--- src/rtl/ir_recv_if.sv ---
// ir_recv result bundle: decoded address/command plus status strobes.
// repeat_code carries the repeat pulse (repeat is a reserved word).
interface ir_recv_if;
    logic [7:0] addr;
    logic [7:0] cmd;
    logic       valid;
    logic       err;
    logic       repeat_code;
    logic       busy;

    modport master (
        output addr, cmd, valid, err, repeat_code, busy
    );
    modport slave (
        input addr, cmd, valid, err, repeat_code, busy
    );
endinterface

--- src/rtl/ir_recv.sv ---
// NEC infrared receiver: measures mark/space widths, decodes a 32-bit frame.
// Define IR_RECV_REPEAT_EN to accept NEC repeat codes.
module ir_recv #(
    parameter int AGC_CYCLES          = 900_000,
    parameter int SPACE_CYCLES        = 450_000,
    parameter int REPEAT_SPACE_CYCLES = 225_000,
    parameter int MARK_CYCLES         = 56_000,
    parameter int ZERO_SPACE_CYCLES   = 56_500,
    parameter int ONE_SPACE_CYCLES    = 169_000,
    parameter int TOL_PCT             = 25,
    parameter bit ACTIVE_LOW          = 1'b1
) (
    input  logic      clk,
    input  logic      rst_n,
    input  logic      ir_rx,
    ir_recv_if.master bus
);
    localparam logic [20:0] AGC_LO = 21'(AGC_CYCLES - AGC_CYCLES * TOL_PCT / 100);
    localparam logic [20:0] AGC_HI = 21'(AGC_CYCLES + AGC_CYCLES * TOL_PCT / 100);
    localparam logic [20:0] SPC_LO = 21'(SPACE_CYCLES - SPACE_CYCLES * TOL_PCT / 100);
    localparam logic [20:0] SPC_HI = 21'(SPACE_CYCLES + SPACE_CYCLES * TOL_PCT / 100);
    localparam logic [20:0] REP_HI =
        21'(REPEAT_SPACE_CYCLES + REPEAT_SPACE_CYCLES * TOL_PCT / 100);
    localparam logic [20:0] MRK_LO = 21'(MARK_CYCLES - MARK_CYCLES * TOL_PCT / 100);
    localparam logic [20:0] MRK_HI = 21'(MARK_CYCLES + MARK_CYCLES * TOL_PCT / 100);
    localparam logic [20:0] ZER_LO =
        21'(ZERO_SPACE_CYCLES - ZERO_SPACE_CYCLES * TOL_PCT / 100);
    localparam logic [20:0] ZER_HI =
        21'(ZERO_SPACE_CYCLES + ZERO_SPACE_CYCLES * TOL_PCT / 100);
    localparam logic [20:0] ONE_LO =
        21'(ONE_SPACE_CYCLES - ONE_SPACE_CYCLES * TOL_PCT / 100);
    localparam logic [20:0] ONE_HI =
        21'(ONE_SPACE_CYCLES + ONE_SPACE_CYCLES * TOL_PCT / 100);
    localparam logic [20:0] LSP_HI = (SPC_HI > REP_HI) ? SPC_HI : REP_HI;
`ifdef IR_RECV_REPEAT_EN
    localparam logic [20:0] REP_LO =
        21'(REPEAT_SPACE_CYCLES - REPEAT_SPACE_CYCLES * TOL_PCT / 100);

    typedef enum logic [2:0] {
        S_IDLE, S_AGC, S_LSPACE, S_MARK, S_BSPACE, S_STOP, S_RMARK
    } state_t;
`else
    typedef enum logic [2:0] {
        S_IDLE, S_AGC, S_LSPACE, S_MARK, S_BSPACE, S_STOP
    } state_t;
`endif

    function automatic logic in_win(
        input logic [20:0] t,
        input logic [20:0] lo,
        input logic [20:0] hi
    );
        return (t >= lo) && (t <= hi);
    endfunction

    state_t      state, state_n;
    logic        sync1, sync2, mark, mark_d, rise, fall;
    logic [20:0] tim, tmax;
    logic [4:0]  bit_cnt, bit_cnt_n;
    logic [31:0] data, data_n;
    logic [7:0]  addr_q, addr_n, cmd_q, cmd_n;
    logic        valid_q, valid_n, err_q, err_n;

    assign mark = sync2 ^ ACTIVE_LOW;
    assign rise = mark & ~mark_d;
    assign fall = ~mark & mark_d;

    always_ff @(posedge clk or negedge rst_n) begin
        if (!rst_n) begin
            sync1   <= ACTIVE_LOW;
            sync2   <= ACTIVE_LOW;
            mark_d  <= 1'b0;
            tim     <= '0;
            state   <= S_IDLE;
            bit_cnt <= '0;
            data    <= '0;
            addr_q  <= '0;
            cmd_q   <= '0;
            valid_q <= 1'b0;
            err_q   <= 1'b0;
        end else begin
            sync1   <= ir_rx;
            sync2   <= sync1;
            mark_d  <= mark;
            if (rise || fall)
                tim <= 21'd1;
            else if (tim != '1)
                tim <= tim + 21'd1;
            state   <= state_n;
            bit_cnt <= bit_cnt_n;
            data    <= data_n;
            addr_q  <= addr_n;
            cmd_q   <= cmd_n;
            valid_q <= valid_n;
            err_q   <= err_n;
        end
    end

`ifdef IR_RECV_REPEAT_EN
    logic rep_q, rep_n;

    always_ff @(posedge clk or negedge rst_n) begin
        if (!rst_n) rep_q <= 1'b0;
        else        rep_q <= rep_n;
    end

    assign bus.repeat_code = rep_q;
`else
    assign bus.repeat_code = 1'b0;
`endif

    always_comb begin
        unique case (state)
            S_AGC:           tmax = AGC_HI;
            S_LSPACE:        tmax = LSP_HI;
            S_MARK, S_STOP:  tmax = MRK_HI;
            S_BSPACE:        tmax = ONE_HI;
`ifdef IR_RECV_REPEAT_EN
            S_RMARK:         tmax = MRK_HI;
`endif
            default:         tmax = '1;
        endcase
    end

    always_comb begin
        state_n   = state;
        bit_cnt_n = bit_cnt;
        data_n    = data;
        addr_n    = addr_q;
        cmd_n     = cmd_q;
        valid_n   = 1'b0;
        err_n     = 1'b0;
`ifdef IR_RECV_REPEAT_EN
        rep_n     = 1'b0;
`endif
        if (state != S_IDLE && !rise && !fall && tim > tmax) begin
            err_n   = 1'b1;
            state_n = S_IDLE;
        end else begin
            unique case (state)
                S_IDLE: if (rise) state_n = S_AGC;
                S_AGC: if (fall) begin
                    if (in_win(tim, AGC_LO, AGC_HI)) state_n = S_LSPACE;
                    else begin err_n = 1'b1; state_n = S_IDLE; end
                end
                S_LSPACE: if (rise) begin
                    if (in_win(tim, SPC_LO, SPC_HI)) begin
                        state_n   = S_MARK;
                        bit_cnt_n = '0;
                    end
`ifdef IR_RECV_REPEAT_EN
                    else if (in_win(tim, REP_LO, REP_HI)) state_n = S_RMARK;
`endif
                    else begin err_n = 1'b1; state_n = S_IDLE; end
                end
                S_MARK: if (fall) begin
                    if (in_win(tim, MRK_LO, MRK_HI)) state_n = S_BSPACE;
                    else begin err_n = 1'b1; state_n = S_IDLE; end
                end
                S_BSPACE: if (rise) begin
                    if (in_win(tim, ONE_LO, ONE_HI) ||
                        in_win(tim, ZER_LO, ZER_HI)) begin
                        data_n = {in_win(tim, ONE_LO, ONE_HI), data[31:1]};
                        if (bit_cnt == 5'd31) state_n = S_STOP;
                        else begin
                            bit_cnt_n = bit_cnt + 5'd1;
                            state_n   = S_MARK;
                        end
                    end else begin err_n = 1'b1; state_n = S_IDLE; end
                end
                S_STOP: if (fall) begin
                    state_n = S_IDLE;
                    // both bytes must match their inverted copies
                    if (in_win(tim, MRK_LO, MRK_HI) &&
                        data[15:8] == ~data[7:0] &&
                        data[31:24] == ~data[23:16]) begin
                        addr_n  = data[7:0];
                        cmd_n   = data[23:16];
                        valid_n = 1'b1;
                    end else err_n = 1'b1;
                end
`ifdef IR_RECV_REPEAT_EN
                S_RMARK: if (fall) begin
                    state_n = S_IDLE;
                    if (in_win(tim, MRK_LO, MRK_HI)) rep_n = 1'b1;
                    else err_n = 1'b1;
                end
`endif
                default: state_n = S_IDLE;
            endcase
        end
    end

    assign bus.addr  = addr_q;
    assign bus.cmd   = cmd_q;
    assign bus.valid = valid_q;
    assign bus.err   = err_q;
    assign bus.busy  = (state != S_IDLE);
endmodule

--- src/flat_wrapper.sv ---
// flat-port wrapper written by rule: the top's interface ports become plain ports
module ir_recv_flat 
#(
    parameter int AGC_CYCLES          = 900_000,
    parameter int SPACE_CYCLES        = 450_000,
    parameter int REPEAT_SPACE_CYCLES = 225_000,
    parameter int MARK_CYCLES         = 56_000,
    parameter int ZERO_SPACE_CYCLES   = 56_500,
    parameter int ONE_SPACE_CYCLES    = 169_000,
    parameter int TOL_PCT             = 25,
    parameter bit ACTIVE_LOW          = 1'b1
)
  (clk, rst_n, ir_rx, bus_addr, bus_cmd, bus_valid, bus_err, bus_repeat_code, bus_busy);
  ir_recv_if bus_i ();
  input  logic clk;
  input  logic rst_n;
  input  logic ir_rx;
  output wire logic [$bits(bus_i.addr)-1:0] bus_addr;
  output wire logic [$bits(bus_i.cmd)-1:0] bus_cmd;
  output wire logic [$bits(bus_i.valid)-1:0] bus_valid;
  output wire logic [$bits(bus_i.err)-1:0] bus_err;
  output wire logic [$bits(bus_i.repeat_code)-1:0] bus_repeat_code;
  output wire logic [$bits(bus_i.busy)-1:0] bus_busy;
  assign bus_addr = bus_i.addr;
  assign bus_cmd = bus_i.cmd;
  assign bus_valid = bus_i.valid;
  assign bus_err = bus_i.err;
  assign bus_repeat_code = bus_i.repeat_code;
  assign bus_busy = bus_i.busy;
  ir_recv #(.AGC_CYCLES(AGC_CYCLES), .SPACE_CYCLES(SPACE_CYCLES), .REPEAT_SPACE_CYCLES(REPEAT_SPACE_CYCLES), .MARK_CYCLES(MARK_CYCLES), .ZERO_SPACE_CYCLES(ZERO_SPACE_CYCLES), .ONE_SPACE_CYCLES(ONE_SPACE_CYCLES), .TOL_PCT(TOL_PCT), .ACTIVE_LOW(ACTIVE_LOW)) u_core (.clk(clk), .rst_n(rst_n), .ir_rx(ir_rx), .bus(bus_i));
endmodule
--- config.mk ---
export PLATFORM = sky130hd
export DESIGN_NAME = ir_recv_flat
export DESIGN_NICKNAME = d
export VERILOG_FILES = /design/src/rtl/ir_recv_if.sv /design/src/rtl/ir_recv.sv /design/src/flat_wrapper.sv
export SDC_FILE = /design/constraint.sdc
export NUM_CORES = 1
export LEC_CHECK = 0
export ABC_AREA = 1
export CAP_MARGIN = 5
export CORE_MARGIN = 8
export CORE_UTILIZATION = 28
export CTS_CLUSTER_SIZE = 8
export DETAILED_ROUTE_END_ITERATION = 8
export GPL_ROUTABILITY_DRIVEN = 0
export GPL_TIMING_DRIVEN = 0
export PLACE_DENSITY = 0.41
export SLEW_MARGIN = 40
export SYNTH_ARGS = -nofsm -noshare
export SYNTH_HDL_FRONTEND = slang
export SYNTH_SLANG_ARGS = --single-unit
--- constraint.sdc ---
create_clock -name clk -period 4.3 [get_ports clk]
set_clock_uncertainty 0.15 [all_clocks]
set_input_delay 0.86 -clock clk [delete_from_list [all_inputs] [get_ports clk]]
set_output_delay 0.86 -clock clk [all_outputs]
set_load 0.01 [all_outputs]
# Yosys cells after proc, flatten, opt, wreduce, memory -nomap -nowiden
# Index checks and enable logic that the tools add are counted.
dict set report totals {
  register_bits 82
  latchBits 0
  mem_bits_rw 0
  rom_bits 0
  inputBits 3
  output_inout_bits 20
  word_cells 112
  memories 0
}
dict set report op_classes {
  add_sub_neg 2
  mul 0
  n_div 0
  order_cmp 11
  n_eq_ne 20
  n_shift 0
  n_mux 38
  bitwise_logic 7
  reduce_logical 23
}
# operator count
set op_table {}
lappend op_table {{21-bit one-hot mux with 4 select lines} 1}
lappend op_table {{21-bit by 16-bit greater-or-equal comparator with 1-bit output, second input constant} 2}
lappend op_table {{21-bit by 17-bit less-or-equal comparator with 1-bit output, second input constant} 2}
lappend op_table {{21-bit two-way mux} 2}
lappend op_table {{3-bit two-way mux} 10}
lappend op_table {{5-bit two-way mux} 5}
lappend op_table {{21-bit by 1-bit adder with 21-bit output, second input constant} 1}
lappend op_table {{21-bit by 17-bit greater-or-equal comparator with 1-bit output, second input constant} 1}
lappend op_table {{21-bit by 19-bit greater-or-equal comparator with 1-bit output, second input constant} 1}
lappend op_table {{21-bit by 20-bit greater-or-equal comparator with 1-bit output, second input constant} 1}
lappend op_table {{21-bit > comparator} 1}
lappend op_table {{21-bit by 18-bit less-or-equal comparator with 1-bit output, second input constant} 1}
lappend op_table {{21-bit by 20-bit less-or-equal comparator with 1-bit output, second input constant} 1}
lappend op_table {{21-bit less-or-equal comparator, second input constant} 1}
lappend op_table {{21-bit inequality test, second input constant} 1}
lappend op_table {{3-bit by 1-bit inequality test with 1-bit output, second input constant} 6}
lappend op_table {{3-bit one-hot mux with 6 select lines} 1}
lappend op_table {{8-bit == test} 2}
lappend op_table {{8-bit inverter} 2}
lappend op_table {{1-bit two-way mux} 15}
lappend op_table {{1-bit logical AND} 10}
lappend op_table {{5-bit one-hot mux with 2 select lines} 1}
lappend op_table {{2-bit by 1-bit inequality test with 1-bit output, second input constant} 4}
lappend op_table {{4-bit AND reduction} 2}
lappend op_table {{other kinds (18)} 27}

# Logic depth before layout (Yosys ltp)
# Gate-level depths: netlist of the first run.
dict set report depth {
  word_depth 8
  ltp_mapped 22
  depth_no_buf 22
}

# Worst setup path before layout of the first run
# OpenSTA, ideal clock, no wires.
dict set report synth_path {
  path_type {reg-to-reg}
  from {register u_core.state[1]}
  to {register u_core.data[26]}
  setup_ns 0.120
  arrival_time_ns 2.655
  t_required_ns 4.030
  path_slack_ns 1.375
  path_stages_with_launch 20
  n_path_buf 1
  synth_period_minus_slack_ns 2.925
  cell_sequence {dfrtp_1 > inv_1 > nand2_1 > nor2_1 > inv_1 > nand2_1 > nor2_1 > ha_1 > nand4_1 > nor3_1 > nand4_1 > inv_1 > nand4_1 > nand2_1 > inv_2 > nand2_4 > nand4_4 > buf_4 > nor2_1 > a21oi_2}
}
dict set report synth_between {
  elab_chain_cells 7
  elab_cells_between_ends 14
  cone_classes {order compare (1); eq/ne (5); mux (1); bitwise (1); reduce/logical (6)}
}
# element line_no
set synth_lines {}
lappend synth_lines {{start: declaration} ir_recv.sv:56} ;# state_t state, state_n;
lappend synth_lines {{start signal: assignment} ir_recv.sv:89} ;# state <= state_n;
lappend synth_lines {{3-bit by 2-bit == test with 1-bit output or 3-bit == test (tied branches)} ir_recv.sv:113} ;# unique case (state)
lappend synth_lines {{2-bit OR reduction} ir_recv.sv:113}
lappend synth_lines {{21-bit one-hot mux with 4 select lines} ir_recv.sv:113}
lappend synth_lines {{21-bit > comparator} ir_recv.sv:136} ;# if (state != S_IDLE && !rise && !fall && tim > tmax) begin
lappend synth_lines {{1-bit logical AND} ir_recv.sv:136}
lappend synth_lines {{1-bit inverter (no line)} --}
lappend synth_lines {{4-bit AND reduction (no line) *} --}
lappend synth_lines {{end signal: assignment} ir_recv.sv:91} ;# data <= data_n;
lappend synth_lines {{end: declaration} ir_recv.sv:60} ;# logic [31:0] data, data_n;
# Every way passes the cells marked *; elsewhere a longest branch is shown, timed or not.
# A chain may end at the register's enable or synchronous reset.

# Worst setup path after layout of the first run
dict set report layout_path {
  from {register u_core.state[1]}
  to {register u_core.data[28]}
}
# The elaborated chain is that of the path after synthesis.

==> flow_summary.yaml, run 1 <==
run_status:
  status: "finished, final reports clean"
placement:
  port_buffers: 21
  dpl.hpwl_mm: 13.2
  pre_cts_ws_ps: 488
  dp.cells: 996
flow_run:
  drv_cap: 0
worst_setup_path:
  r2r_cells: 19
  r2r-end: "u_core.data[28]"
  r2r_start: "u_core.state[1]"
  crit_start: "u_core.state[1]"
  reg2reg_slack_ps: 540
  cp.arrival_ps: 3840
  endpoint_kind: "flop"
  crit_end: "u_core.data[28]"
  cp_data_required_time_ps: 4380
  worstSetupStartpointType: "flop"
  worstSetupPathType: "flop to flop"
  cp_max_fo: 10
pwr:
  p_leak_uw: 0.00287
  vdd_ir_drop_max_v: 0.000182
  powerDensity_nw_per_um2: 325
synthesis:
  netlist_area_um2: 5350
  yosys_warnings: 0
  synth-edff-count: 0
  async_reset_ff_share_pct: 100
  yosys.area.top_type: "dfrtp_1"
  syn_inst: 740
  synth.distinct_cells: 46
  yosysMostFrequentCell: "nand2_1"
  ys_seq_area_share_pct: 38.4
  syn-num-nets: 767
  ys.flop_type: "dfrtp_1"
  synth_top_area_share_pct: 37.5
  yosys-top-cells-count: "159 x nand2_1, 96 x inv_1, 90 x nor2_1"
  avgSynthCellArea_um2: 7.22
  ys_ff_latch: 82
  synth_area_leaders: "dfrtp_1 37%, nand2_1 11%, inv_1 6.7%"
clocking:
  clk_latency_ps: 350
  cts_root_buf: "clkbuf_16"
  holdBufCountCts: 0
  cts_buffer_depth: 2
  clk_pin_slew_worst_paths_ps: 70
  cts_setup_buffers: 0
  tritoncts: "done"
  htree_levels: 3
  post_cts_resized: 0
  cts_sinks: 82
  cts_made_buffers: 9
floorplanning:
  die_x_um: 154
  initial_core_util_pct: 28.6
  ioPinCount: 23
  die_h_um: 154
  die-area_um2: 23800
  rows: 50
  fp.coreArea_um2: 18700
detailed_routing:
  drt-initial-drc-count: 388
  vias: 5226
  drc_errors: 0
  ant_nets: 0
  wl_per_cell_um: 16.9
  first_pass_iters: 5
  wl_mm: 17.1
  vias_per_cell: 5.16
timing:
  min_period_over_period_pct: 87.4
  timing.final.crit_period_ps: 3760
  worst_slew_pin_slew_ps: 684
  fmax_mhz: 266
  setup_violations: 0
  layout_setup_ws_ps: 541
  slew_violations: 0
  maxSlewHeadroom_pct: 54.2
  finalHoldViolCount: 0
  rsz0062_at_grt: "no"
layout:
  antenna_cells: 0
  num-nets-final: 800
  final_cells: 1012
  drive_gt1_share_pct: 7.46
  area_delta_synth_final_pct: 15.6
worst_hold_path:
  holdPathStages: 0
  hp-class: "flop to flop"
global_routing:
  grt_max_degree: 49
  antenna_found_initial: 0
  grt_remaining_overflow: 0
  grt_use_total_pct: 14.8
  grt_pass1_wl_mm: 27.9
  grt_pass1_vias: 5084
-- registers in the layout (all words and copies together), names as in the netlist --
register	count
u_core.data	32
u_core.bus.valid	1
u_core.mark_d	1
u_core.bus.err	1
u_core.bus.addr	8
u_core.tim	21
u_core.bus.cmd	8
u_core.state	3
u_core.sync1	1
u_core.bit_cnt	5
u_core.sync2	1
-- power by group --
part           switching, µW  internal (µW)
registers               13.6            786
logic                    275            127
clock network            336            470
-- metrics by stage --
| step | util, % | cell area (µm²) | hold slack (ps) | setup TNS, ps | power (µW) |
|---|---|---|---|---|---|
| floorplan | - | 5350 | 195 | 0 | 1090 |
| global placement | 31.3 | 5850 | 216 | -72540 | 1210 |
| detailed placement | 31.4 | 5880 | 218 | 0 | 1210 |
| CTS | 33.0 | 6180 | 226 | 0 | 2030 |
| global route | 33.0 | 6180 | 230 | 0 | 2130 |
| finish | 33.0 | 6180 | 221 | 0 | 2010 |
-- area by class of cell --
class / instances / area [µm²]
Buffer: 24 / 138
Clock inverter: 5 / 61.3
Inverter: 100 / 375
Tap cell: 234 / 293
Sequential cell: 82 / 2050
Fill cell: 2012 / 12500
Timing Repair Buffer: 22 / 239
Multi-Input combinational cell: 534 / 2780
Clock buffer: 11 / 243
-- placed cells by master (no fill, tap or decap), types with 21 or more instances in the layout --
master / instances
nor2_1: 90
nand3_1: 58
nor3_1: 21
dfrtp_1: 80
o21ai_0: 44
inv_1: 96
o21ai_1: 26
ha_1: 24
nand4_1: 26
nand2_1: 159
-- worst min path at each step --
stage	startpoint	end	slack, ps
floorplan	u_core.sync1	u_core.sync2	200
global placement	u_core.sync1	u_core.sync2	220
detailed placement	u_core.sync1	u_core.sync2	220
CTS	u_core.sync1	u_core.sync2	230
global route	u_core.sync1	u_core.sync2	230
finish	u_core.sync1	u_core.sync2	220
-- worst max-delay path, cell delays in order (launching register included) --
cell and delay, ps:
dfrtp_1 420, inv_1 100, nand2_1 120, nor2_1 560
inv_1 270, nand2_1 190, nor2_1 90, ha_1 270
nand4_1 130, nor3_1 180, nand4_1 100, inv_1 60
nand4_1 90, nand2_1 90, inv_2 40, nand2_4 120
nand4_4 200, buf_4 280, nor2_1 130, a21oi_2 40
-- cell families (layout without fill, tap and decap cells) --
| kind of cell | after synthesis | after routing | share of synthesized area (%) |
|---|---|---|---|
| xor+xnor | 10 | 10 | 1.64 |
| other cells | 1 | 1 | 0.0702 |
| simple gates | 376 | 376 | 31.4 |
| fa+ha+maj | 24 | 24 | 5.62 |
| flops | 82 | 82 | 38.4 |
| buf+inv | 124 | 162 | 9.60 |
| compound gates | 123 | 123 | 13.2 |
-- layer usage --
layer / share of wire (%) / GRT usage (%)
met3: 6.5 / 2.63
met1: 48 / 20.8
met2: 44 / 22.4
met5: 0 / 0
met4: 1.8 / 5.23
Power figures use the tool's default switching activity.
==> run 2: changes to the inputs <==
- CELL_PAD_IN_SITES_DETAIL_PLACEMENT: unset -> 0
- CELL_PAD_IN_SITES_GLOBAL_PLACEMENT: unset -> 1
- CORE_ASPECT_RATIO: unset -> 0.75
- PLACE_DENSITY: 0.41 -> 0.52
==> run 2 against run 1 <==
Routed wire length rose by 7.8%. Combinational power is 1% higher. Core utilization is 0.25 points higher. Sequential cell count unchanged. Global-route usage is 0.98 points higher. Cell count is 1.3% higher. Clock-buffer cell count is 1 lower. Worst setup slack lost 62 ps. Sequential share of layout area down 0.087 points. Power is 0.87% higher. First-iteration DRC count up 46%.
==> flow_summary.yaml, run 2 (synthesis results as in run 1) <==
layout:
  largest_reg_flops: 32
  num-nets-final: 800
  layout_common_cells: "159 x nand2_1, 96 x inv_1, 90 x nor2_1, 80 x dfrtp_1, 58 x nand3_1"
  postLayoutCellArea_um2: 6200
  layout_commonest_cell: "nand2_1"
  regMostFlops: "u_core.data"
  drive_gt1_share_pct: 7.58
  reg.largest.list: "u_core.data x32, u_core.tim x21"
  antenna_cells: 0
  area_delta_synth_final_pct: 15.9
global_routing:
  antenna_found_initial: 0
  grt_remaining_overflow: 0
  grt_use_total_pct: 15.8
  grt_max_degree: 52
  grt_pass1_wl_mm: 29.1
  grt_pass1_vias: 5052
timing:
  timing.final.crit_period_ps: 3820
  fmax_mhz: 262
  worst_slew_pin_slew_ps: 723
  min_period_over_period_pct: 88.9
  rsz0062_at_grt: "no"
  setup_violations: 0
  layout_setup_ws_ps: 479
  finalHoldViolCount: 0
  maxSlewHeadroom_pct: 51.6
  slew_violations: 0
worst_hold_path:
  min_from: "u_core.sync1"
  hp-class: "flop to flop"
placement:
  place_area_um2: 5890
  dpl.hpwl_mm: 14.5
  pre_cts_ws_ps: 459
  port_buffers: 21
clocking:
  cts_buffer_depth: 2
  clk_pin_slew_worst_paths_ps: 70
  clk_latency_ps: 350
  cts_sinks: 82
  post_cts_resized: 0
  htree_levels: 3
  cts_made_buffers: 9
  cts_setup_buffers: 0
  tritoncts: "done"
  holdBufCountCts: 0
  cts_root_buf: "clkbuf_16"
detailed_routing:
  wl_mm: 18.5
  drc_errors: 0
  vias: 5289
  wl_per_cell_um: 18.0
  first_pass_iters: 5
  ant_nets: 0
  drt-initial-drc-count: 565
  vias_per_cell: 5.16
floorplanning:
  die_h_um: 136
  fp.coreArea_um2: 18600
  rows: 43
  die_x_um: 176
  die-area_um2: 23800
  initial_core_util_pct: 28.7
  ioPinCount: 23
pwr:
  powerDensity_nw_per_um2: 327
  p_leak_uw: 0.00287
  vdd_ir_drop_max_v: 0.000180
worst_setup_path:
  endpoint_kind: "flop"
  cp_data_required_time_ps: 4380
  crit_start: "u_core.state[1]"
  cp_max_fo: 10
  worstSetupPathType: "flop to flop"
  r2r_start: "u_core.state[1]"
  cp.arrival_ps: 3900
  worstSetupStartpointType: "flop"
run_status:
  status: "finished, final reports clean"
flow_run:
  drv_cap: 0
[run 2: cell count changes in the layout (fill, tap and decap cells not counted)]
cell / previous run / this run
inv_6: 1 / 2
clkbuf_1: 4 / 3
buf_12: 0 / 1
buf_16: 1 / 0
clkinv_2: 1 / 0
clkinvlp_4: 0 / 1
[run 2: worst paths after layout]
kind	to	slack, ps	cells past startpoint
max	u_core.data[26]	480	19
min	u_core.sync2	220	0
max reg2reg	u_core.data[26]	480	19
min reg2reg	u_core.sync2	220	0
max in group asynchronous	u_core.sync2	3030	2
min in group asynchronous	u_core.tim[9]	310	1
[run 2: cell type report]
type	instances	area, µm²
Fill cell	2056	12400
Multi-Input combinational cell	534	2780
Sequential cell	82	2050
Inverter	100	375
Tap cell	247	309
Clock buffer	10	239
Timing Repair Buffer	22	231
Buffer	24	138
Clock inverter	6	72.6
[run 2: per-layer routing]
metal  up-vias  part of all wire (%)  GRT usage (%)
met5         -                     0              0
li1       2527                     -              -
met1      2570                    53           23.9
met2       167                    38           21.1
met4         0                   1.6           4.60
met3        25                   7.3           4.26
[run 2: where the power goes]
group          leakage [µW]  total (µW)  switching [µW]  internal [µW]
sequential          0.00113         798            11.9            786
clock              0.000150         821             349            473
combinational       0.00159         406             278            127
total               0.00287        2020             639           1390
[run 2: through the flow]
step / power (µW) / util (%) / hold WS (ps) / TNS, ps / cells
floorplan: 1090 / - / 195 / 0 / 740
global placement: 1220 / 31.5 / 218 / -80560 / 1008
detailed placement: 1220 / 31.6 / 219 / 0 / 1009
CTS: 2050 / 33.3 / 228 / 0 / 1025
global route: 2140 / 33.3 / 229 / 0 / 1025
finish: 2020 / 33.3 / 221 / 0 / 1025
[run 2: critical path, cell delays in order, from the launching register on]
cell     delay [ps]
dfrtp_1         420
inv_1           100
nand2_1         120
nor2_1          580
inv_1           310
nand2_1         180
nor2_1           90
ha_1            280
nand4_1         130
nor3_1          180
nand4_1         100
inv_1            60
nand4_1          80
nand2_1          90
inv_2            40
nand2_4         120
nand4_4         200
buf_4           280
nor2_1          140
a21oi_2          40
==> run 3: changes to the inputs <==
- CELL_PAD_IN_SITES_DETAIL_PLACEMENT: 0 -> 1
==> run 3 against run 2 <==
Critical path depth is 1 lower. Fmax decreased by 2.1%. Worst setup slack got worse by 83 ps. Die area unchanged. Combinational power rose by 4%. Non-clock buffer count stayed put. Clock-buffer cell count down 1. Design area is 0.42% lower. Core utilization fell by 0.14 points. Clock power decreased by 6.6%. Sequential power about the same.
==> flow_summary.yaml, run 3 (synthesis results as in run 1) <==
floorplanning:
  die_x_um: 176
  fp.coreArea_um2: 18600
  rows: 43
  die-area_um2: 23800
  initial_core_util_pct: 28.7
  ioPinCount: 23
  die_h_um: 136
global_routing:
  grt_max_degree: 52
  antenna_found_initial: 0
  grt_use_total_pct: 17.7
  grt_pass1_vias: 5620
  grt_pass1_wl_mm: 32.7
  grt_remaining_overflow: 0
timing:
  maxSlewHeadroom_pct: 53.3
  rsz0062_at_grt: "no"
  setup_violations: 0
  fmax_mhz: 256
  slew_violations: 0
  timing.final.crit_period_ps: 3900
  timing.hold.ws_ps: 224
  finalHoldViolCount: 0
  min_period_over_period_pct: 90.8
  worst_slew_pin_slew_ps: 698
  layout_setup_ws_ps: 396
layout:
  layout_commonest_cell: "nand2_1"
  num-nets-final: 800
  antenna_cells: 0
  layout_common_cells: "159 x nand2_1, 96 x inv_1, 90 x nor2_1, 80 x dfrtp_1, 58 x nand3_1"
  regMostFlops: "u_core.data"
  largest_reg_flops: 32
  reg.largest.list: "u_core.data x32, u_core.tim x21"
  final.fill_count: 2337
  area_delta_synth_final_pct: 15.4
  drive_gt1_share_pct: 7.58
  final_cells: 1025
worst_setup_path:
  cp.arrival_ps: 3980
  r2r_cells: 18
  endpoint_kind: "flop"
  worstSetupPathType: "flop to flop"
  cp_max_fo: 10
  worstSetupStartpointType: "flop"
  cp_data_required_time_ps: 4370
placement:
  pre_cts_ws_ps: 411
  dpl.hpwl_mm: 15.8
  dp.cells: 1009
  port_buffers: 21
run_status:
  status: "finished, final reports clean"
clocking:
  htree_levels: 3
  cts_setup_buffers: 0
  cts_buffer_depth: 2
  cts_root_buf: "clkbuf_16"
  tritoncts: "done"
  cts_sinks: 82
  clk_pin_slew_worst_paths_ps: 70
  cts_made_buffers: 9
  holdBufCountCts: 0
  post_cts_resized: 0
  clk_latency_ps: 350
pwr:
  powerDensity_nw_per_um2: 322
  total_power_uw: 1990
  vdd_ir_drop_max_v: 0.000140
  p_leak_uw: 0.00286
detailed_routing:
  wl_per_cell_um: 19.6
  wl_mm: 20.1
  ant_nets: 0
  first_pass_iters: 4
  drc_errors: 0
  drt-initial-drc-count: 432
  vias_per_cell: 5.09
  vias: 5220
worst_hold_path:
  hp-class: "flop to flop"
  holdPathStages: 0
flow_run:
  drv_cap: 0
==> run 3: cell count changes in the layout (fill, tap and decap cells not counted), sizes merged <==
| cell | before | now |
|---|---|---|
| clkbuf | 13 | 12 |
| clkinvlp | 1 | 0 |
| bufinv | 1 | 0 |
| clkinv | 3 | 4 |
| inv | 101 | 103 |
==> run 3: final cells by class <==
type | instances | area (µm²) | share of cell area, %
Timing Repair Buffer | 22 | 231 | 3.75
Tap cell | 247 | 309 | 5.01
Clock buffer | 9 | 225 | 3.65
Buffer | 24 | 138 | 2.23
Sequential cell | 82 | 2050 | 33.3
Inverter | 100 | 375 | 6.08
Clock inverter | 7 | 60.1 | 0.973
Multi-Input combinational cell | 534 | 2780 | 45.0
==> run 3: final timing paths <==
path	endpoint	slack (ps)	from
max in group asynchronous	u_core.sync2	3030	rst_n
min in group asynchronous	u_core.tim[12]	320	rst_n
max	u_core.data[13]	400	u_core.state[1]
max reg2reg	u_core.data[13]	400	u_core.state[1]
min	u_core.sync2	220	u_core.sync1
min reg2reg	u_core.sync2	220	u_core.sync1
==> run 3: metal layers <==
layer  part of all wire [%]  global-route usage [%]
met1                     52                    26.2
met2                     42                    25.8
met3                    6.0                    3.45
met4                   0.50                    3.90
met5                      0                       0
==> run 3: worst max-delay path: stages (launching register included) <==
cell and delay, ps:
dfrtp_1 430, inv_1 100, nand2_1 120, nor2_1 570, inv_1 310, nand2_1 180, nor2_1 100, ha_1 280
nand2_1 70, inv_1 70, a21boi_0 270, nand2_1 100, nand2_1 60, nand3_1 100, nand2_4 150, nand4_4 200
buf_2 300, nand2_1 110, o21ai_1 80
==> run 3: where the power goes <==
part	switching, µW	total (µW)	internal [µW]
logic	293	421	128
clock network	364	767	403
registers	11.7	797	785
total	669	1990	1320
==> run 3: metrics by stage <==
| stage | area (µm²) | utilization [%] | setup TNS [ps] |
|---|---|---|---|
| 6_report | 6170 | 33.1 | 0 |
| 5_1_grt | 6170 | 33.1 | 0 |
| 4_1_cts | 6170 | 33.1 | 0 |
| 3_5_place_dp | 5890 | 31.6 | 0 |
| 3_3_place_gp | 5860 | 31.5 | -80560 |
| 2_1_floorplan | 5350 | - | 0 |
